### src/rtl/ads868x_spi_arbiter.sv
`default_nettype none
// ============================================================================
// Module   : ads868x_spi_arbiter
// Brief    : Shares one ADS868x SPI byte-stream engine between a high-priority
//            sequencer port (A) and a host port (B); frames 1-4 byte transfers
//            and returns the collected RX bytes to the owning port.
// Revision : 1.0 - initial release
// ============================================================================
module ads868x_spi_arbiter #(
    parameter int C_TIMEOUT_CYCLES = 4096
) (
    input  logic        aclk,
    input  logic        areset,

    input  logic        a_req_valid,
    output logic        a_req_ready,
    input  logic [1:0]  a_req_nbytes,
    input  logic [31:0] a_req_data,
    output logic [31:0] a_rsp_data,
    output logic        a_rsp_valid,
    output logic        a_rsp_err,

    input  logic        b_req_valid,
    output logic        b_req_ready,
    input  logic [1:0]  b_req_nbytes,
    input  logic [31:0] b_req_data,
    output logic [31:0] b_rsp_data,
    output logic        b_rsp_valid,
    output logic        b_rsp_err,

    output logic [7:0]  spi_tx_tdata,
    output logic        spi_tx_tvalid,
    input  logic        spi_tx_tready,
    input  logic [7:0]  spi_rx_tdata,
    input  logic        spi_rx_tvalid,
    output logic        spi_rx_tready,

    output logic        stat_busy,
    output logic        stat_owner,
    output logic [7:0]  stat_timeout_cnt,
    output logic [7:0]  stat_stray_cnt
);

    localparam int                c_WD_W    = $clog2(C_TIMEOUT_CYCLES);
    localparam logic [c_WD_W-1:0] c_WD_LAST = c_WD_W'(C_TIMEOUT_CYCLES - 1);
    localparam logic [c_WD_W-1:0] c_WD_ONE  = c_WD_W'(1);

    typedef enum logic [1:0] {
        S_IDLE = 2'd0,
        S_XFER = 2'd1,
        S_RESP = 2'd2
    } state_t;

    state_t             r_state;
    logic               r_owner;
    logic [2:0]         r_n;
    logic [2:0]         r_tx_cnt;
    logic [2:0]         r_rx_cnt;
    logic [31:0]        r_tx_shift;
    logic [31:0]        r_rx_shift;
    logic [c_WD_W-1:0]  r_wd;
    logic [31:0]        r_a_rsp_data;
    logic               r_a_rsp_valid;
    logic               r_a_rsp_err;
    logic [31:0]        r_b_rsp_data;
    logic               r_b_rsp_valid;
    logic               r_b_rsp_err;
    logic [7:0]         r_timeout_cnt;
    logic [7:0]         r_stray_cnt;

    logic               w_idle;
    logic               w_sel_b;
    logic [1:0]         w_nb;
    logic [31:0]        w_data;
    logic [31:0]        w_tx_init;
    logic               w_tx_hs;
    logic               w_rx_hs;
    logic [31:0]        w_rx_next;
    logic               w_rx_last;
    logic               w_wd_exp;
    logic               w_done;
    logic [31:0]        w_rsp_data;
    logic               w_rsp_err;

    assign w_idle      = (r_state == S_IDLE);
    assign a_req_ready = w_idle;
    assign b_req_ready = w_idle && !a_req_valid;

    // A always wins a simultaneous request, so B is selected only when A is quiet.
    assign w_sel_b   = !a_req_valid;
    assign w_nb      = w_sel_b ? b_req_nbytes : a_req_nbytes;
    assign w_data    = w_sel_b ? b_req_data   : a_req_data;
    assign w_tx_init = w_data << {2'd3 - w_nb, 3'b000};

    assign spi_tx_tvalid = (r_state == S_XFER) && (r_tx_cnt != r_n);
    assign spi_tx_tdata  = r_tx_shift[31:24];
    assign spi_rx_tready = !areset;

    assign w_tx_hs    = spi_tx_tvalid && spi_tx_tready;
    assign w_rx_hs    = spi_rx_tvalid && spi_rx_tready;
    assign w_rx_next  = {r_rx_shift[23:0], spi_rx_tdata};
    assign w_rx_last  = w_rx_hs && (r_rx_cnt == (r_n - 3'd1));
    assign w_wd_exp   = (r_wd == c_WD_LAST);
    assign w_done     = w_rx_last || w_wd_exp;
    // Completion takes precedence over a coincident watchdog expiry.
    assign w_rsp_err  = !w_rx_last;
    assign w_rsp_data = w_rx_last ? w_rx_next : 32'd0;

    assign stat_busy        = !w_idle;
    assign stat_owner       = r_owner;
    assign stat_timeout_cnt = r_timeout_cnt;
    assign stat_stray_cnt   = r_stray_cnt;
    assign a_rsp_data       = r_a_rsp_data;
    assign a_rsp_valid      = r_a_rsp_valid;
    assign a_rsp_err        = r_a_rsp_err;
    assign b_rsp_data       = r_b_rsp_data;
    assign b_rsp_valid      = r_b_rsp_valid;
    assign b_rsp_err        = r_b_rsp_err;

    always_ff @(posedge aclk) begin
        if (areset) begin
            r_state       <= S_IDLE;
            r_owner       <= 1'b0;
            r_n           <= 3'd0;
            r_tx_cnt      <= 3'd0;
            r_rx_cnt      <= 3'd0;
            r_tx_shift    <= 32'd0;
            r_rx_shift    <= 32'd0;
            r_wd          <= '0;
            r_a_rsp_data  <= 32'd0;
            r_a_rsp_valid <= 1'b0;
            r_a_rsp_err   <= 1'b0;
            r_b_rsp_data  <= 32'd0;
            r_b_rsp_valid <= 1'b0;
            r_b_rsp_err   <= 1'b0;
            r_timeout_cnt <= 8'd0;
            r_stray_cnt   <= 8'd0;
        end else begin
            r_a_rsp_valid <= 1'b0;
            r_b_rsp_valid <= 1'b0;
            case (r_state)
                S_IDLE: begin
                    if (w_rx_hs && (r_stray_cnt != 8'hFF)) begin
                        r_stray_cnt <= r_stray_cnt + 8'd1;
                    end
                    if (a_req_valid || b_req_valid) begin
                        r_owner    <= w_sel_b;
                        r_n        <= {1'b0, w_nb} + 3'd1;
                        r_tx_shift <= w_tx_init;
                        r_rx_shift <= 32'd0;
                        r_tx_cnt   <= 3'd0;
                        r_rx_cnt   <= 3'd0;
                        r_wd       <= '0;
                        r_state    <= S_XFER;
                    end
                end
                S_XFER: begin
                    r_wd <= r_wd + c_WD_ONE;
                    if (w_tx_hs) begin
                        r_tx_shift <= {r_tx_shift[23:0], 8'd0};
                        r_tx_cnt   <= r_tx_cnt + 3'd1;
                    end
                    if (w_rx_hs) begin
                        r_rx_shift <= w_rx_next;
                        r_rx_cnt   <= r_rx_cnt + 3'd1;
                    end
                    if (w_done) begin
                        r_state <= S_RESP;
                        if (r_owner) begin
                            r_b_rsp_valid <= 1'b1;
                            r_b_rsp_data  <= w_rsp_data;
                            r_b_rsp_err   <= w_rsp_err;
                        end else begin
                            r_a_rsp_valid <= 1'b1;
                            r_a_rsp_data  <= w_rsp_data;
                            r_a_rsp_err   <= w_rsp_err;
                        end
                        if (w_rsp_err && (r_timeout_cnt != 8'hFF)) begin
                            r_timeout_cnt <= r_timeout_cnt + 8'd1;
                        end
                    end
                end
                S_RESP: begin
                    if (w_rx_hs && (r_stray_cnt != 8'hFF)) begin
                        r_stray_cnt <= r_stray_cnt + 8'd1;
                    end
                    r_state <= S_IDLE;
                end
                default: begin
                    r_state <= S_IDLE;
                end
            endcase
        end
    end

endmodule
`default_nettype wire

### config.mk
export PLATFORM = sky130hd
export DESIGN_NAME = ads868x_spi_arbiter
export DESIGN_NICKNAME = d
export VERILOG_FILES = /design/src/rtl/ads868x_spi_arbiter.sv
export SDC_FILE = /design/constraint.sdc
export NUM_CORES = 1
export LEC_CHECK = 0
export ABC_AREA = 1
export BUFFER_PORTS_ARGS = -buffer_cell sky130_fd_sc_hd__buf_4
export CORE_MARGIN = 2
export CORE_UTILIZATION = 35
export CTS_BUF_LIST = sky130_fd_sc_hd__clkbuf_4 sky130_fd_sc_hd__clkbuf_8
export DETAILED_ROUTE_END_ITERATION = 16
export PLACE_DENSITY = 0.63
export SLEW_MARGIN = 20
export SYNTH_ARGS = -nofsm -noshare
export SYNTH_HDL_FRONTEND = slang
export SYNTH_SLANG_ARGS = --single-unit
### constraint.sdc
create_clock -name aclk -period 4.3 [get_ports aclk]
set_input_delay 0.86 -clock aclk [delete_from_list [all_inputs] [get_ports aclk]]
set_output_delay 0.86 -clock aclk [all_outputs]
set_load 0.01 [all_outputs]
==> results_dict.tcl <==
set metrics [dict create \
    cts_sinks 164 \
    drv_cap 0 \
    area_delta_synth_final_pct 21.1 \
    muxShareOfSynthArea_pct 0 \
    final_net_count 1338 \
    yosysUniqueCellTypes 40 \
    synth_area_leaders "dfxtp_1 (41%), nand2_1 (15%), a21oi_1 (6.1%)" \
    antenna_found_initial 0 \
    start_util_pct 35.5 \
    worstMarginPinSlew_ps 939 \
    p_per_area_nw_per_um2 336 \
    drc 0 \
    yosys.area_share.adder_pct 1.09 \
    grt_max_degree 87 \
    p_total_mw 3.27 \
    clk_pin_slew_ps 90 \
    synth_simple_gate_area_share_pct 33.6 \
    fin_crit_ps 3150 \
    grt_pass1_wl_um 36300 \
    reg2reg_depth 8 \
    core_area_um2 22600 \
    cts_root_buf "clkbuf_8" \
    setup.worst_path.start_class "input port" \
    synth_top_family_by_area "simple AND/OR/NAND/NOR gates" \
    synth_cells 1125 \
    syn_nets 1214 \
    n_antenna_cell 0 \
    post_cts_resized 0 \
    vias_per_cell 4.99 \
    h-tree-depth 4 \
    slew_headroom_pct 37.4 \
    cp-end-kind "primary output" \
    rsz0062_at_grt "no" \
    worstSkewPairLatency_ps 460 \
    cts.path.max_buffers 2 \
    holdPathStages 2 \
    regToRegStartpoint "r_state[0]" \
    status "finished clean" \
    num-fill-cells 2367 \
    cts_tree "yes" \
    critPathKind "input port to primary output" \
    hold_start "b_rsp_data[31]" \
    dieArea_um2 24100 \
    synth-xor-area-share_pct 1.20 \
    ys_seq_area_share_pct 40.9 \
    final-setup-viol-count 0 \
    post-synth-top-count-cell "nand2_1" \
    synth_compound_area_share_pct 14.3 \
    syn_area_um2 8020 \
    cp-startpoint "areset" \
    overflow 0 \
    die_h_um 155 \
    die_w_um 155 \
    track_usage_pct 18.5 \
    critical_path_required_ps 3440 \
    yosysTopAreaCell "dfxtp_1" \
    drive_gt1_share_pct 22.5 \
    wl_um 22100 \
    cts_hold_repair.buffers 0 \
    synth.top_cells.by_count "nand2_1 (318), dfxtp_1 (164), a21oi_1 (97)" \
    rows 55 \
    max_freq_mhz 318 \
    cts_buffers 17 \
    place.gp.congestion 0.798 \
    wl_per_cell_um 14.3 \
    synthArstFlopShare_pct 0 \
    fin_crit_sh_pct 73.2 \
    hold_path.class "flip-flop to flip-flop" \
    synth_flop_cell "dfxtp_1" \
    leakage_nw 3.95 \
    rr_endpoint "r_tx_shift[6]" \
    drt_first_iter_violations 536 \
    hpwl_um 15100 \
    clock_skew_ps 20.0 \
    grt_pass1_vias 7144 \
    cp_data_arrival_time_ps 2290 \
    worstHoldEndpoint "b_rsp_data[31]" \
    peakVddDrop_mv 0.155 \
    yosys_warnings 0 \
    io_buffers 179 \
    dr.pass1.iters 7 \
    hold_viol 0 \
    synth_enable_flop_cells 0 \
    via_count 7716 \
    syn_avg_cell_area_um2 7.13 \
    synth_top_area_share_pct 40.9 \
    ant_nets 0 \
    io_pins 180 \
    ys_ff_latch 164 \
    crit_fanout 86 \
    r2r_setup_slack_ps 1760 \
    slew_viol_final 0 \
    postCtsSetupBuffers 0 \
    tns_ps 0 \
]
[final cells by class]
class / count / area (um^2) / share of cell area [%]
multi-input combinational: 818 / 4030 / 41.5
clock inverter: 14 / 168 / 1.73
sequential: 164 / 3280 / 33.8
tap: 285 / 357 / 3.67
clock buffer: 17 / 234 / 2.41
inverter: 61 / 231 / 2.38
timing repair buffer: 187 / 1420 / 14.6
[worst max-delay path: stages]
cell and delay, ps:
buf_4 680, inv_2 440, buf_4 290
[placed cells by master (no fill, tap or decap), drive strengths merged]
| master | n |
|---|---|
| nand2 | 326 |
| buf | 187 |
| dfxtp | 164 |
| nand3 | 103 |
| a21oi | 97 |
| nor2 | 95 |
| o21ai | 94 |
| inv | 68 |
| nand4 | 47 |
| clkbuf | 17 |
| or2 | 10 |
| nor3 | 7 |
| o211ai | 7 |
| ha | 7 |
| xor2 | 6 |
| xnor2 | 5 |
| a211oi | 4 |
| clkinv | 4 |
| o21a | 3 |
| a22oi | 3 |
| a31oi | 2 |
| bufinv | 2 |
| nor3b | 1 |
| a31o | 1 |
| clkinvlp | 1 |
[per-layer routing]
layer  global-route usage, %  part of all wire [%]  up-vias  wire length, um
met5                       0                     0        -                0
met4                    4.94                   1.1        0              250
met3                    3.84                   4.8       18             1070
met2                    29.4                    46      183            10200
met1                    25.6                    48     3529            10500
li1                        -                     -     3986                -
[where the power goes]
| group | leakage [nW] | internal [mW] | switching, mW |
|---|---|---|---|
| combinational | 2.42 | 0.178 | 0.317 |
| clock | 0.204 | 0.534 | 0.633 |
| sequential | 1.33 | 1.57 | 0.0362 |
[kinds of logic (layout without fill, tap and decap cells)]
family | Yosys count | count (layout)
and+or+nand+nor | 589 | 589
AOI/OAI and AO/OA | 211 | 211
DFF | 164 | 164
buffers and inverters | 143 | 279
xor gates and xnor gates | 11 | 11
adders and majority gates | 7 | 7
[state kept, by name (all words and copies together), names as in the netlist]
signal,flops
a_rsp_data,32
a_rsp_err,1
a_rsp_valid,1
b_rsp_data,32
b_rsp_err,1
b_rsp_valid,1
r_n,3
r_rx_cnt,3
r_rx_shift,24
r_state,2
r_tx_cnt,3
r_tx_shift,32
r_wd,12
stat_owner,1
stat_stray_cnt,8
stat_timeout_cnt,8
[worst max path at each step]
stage                               end  depth (start not counted)  slack [ps]
after global placement    spi_rx_tready                          3        1090
after detailed placement  spi_rx_tready                          3        1110
after global routing      spi_rx_tready                          3        1020
after floorplan           spi_rx_tready                          3        1970
final                     spi_rx_tready                          3        1150
after CTS                 spi_rx_tready                          3        1100
[stage by stage]
| step | util, % | hold slack, ps | setup WS [ps] | area (um^2) | cells |
|---|---|---|---|---|---|
| 6_report | 43.1 | 467 | 1150 | 9720 | 1546 |
| 5_1_grt | 43.1 | 477 | 1020 | 9720 | 1546 |
| 4_1_cts | 43.1 | 471 | 1100 | 9720 | 1546 |
| 3_5_place_dp | 41.3 | 458 | 1110 | 9320 | 1515 |
| 3_3_place_gp | 41.3 | 450 | 1090 | 9320 | 1515 |
| 2_1_floorplan | - | 440 | 1970 | 8020 | 1125 |
(Power assumes the default switching activity.)
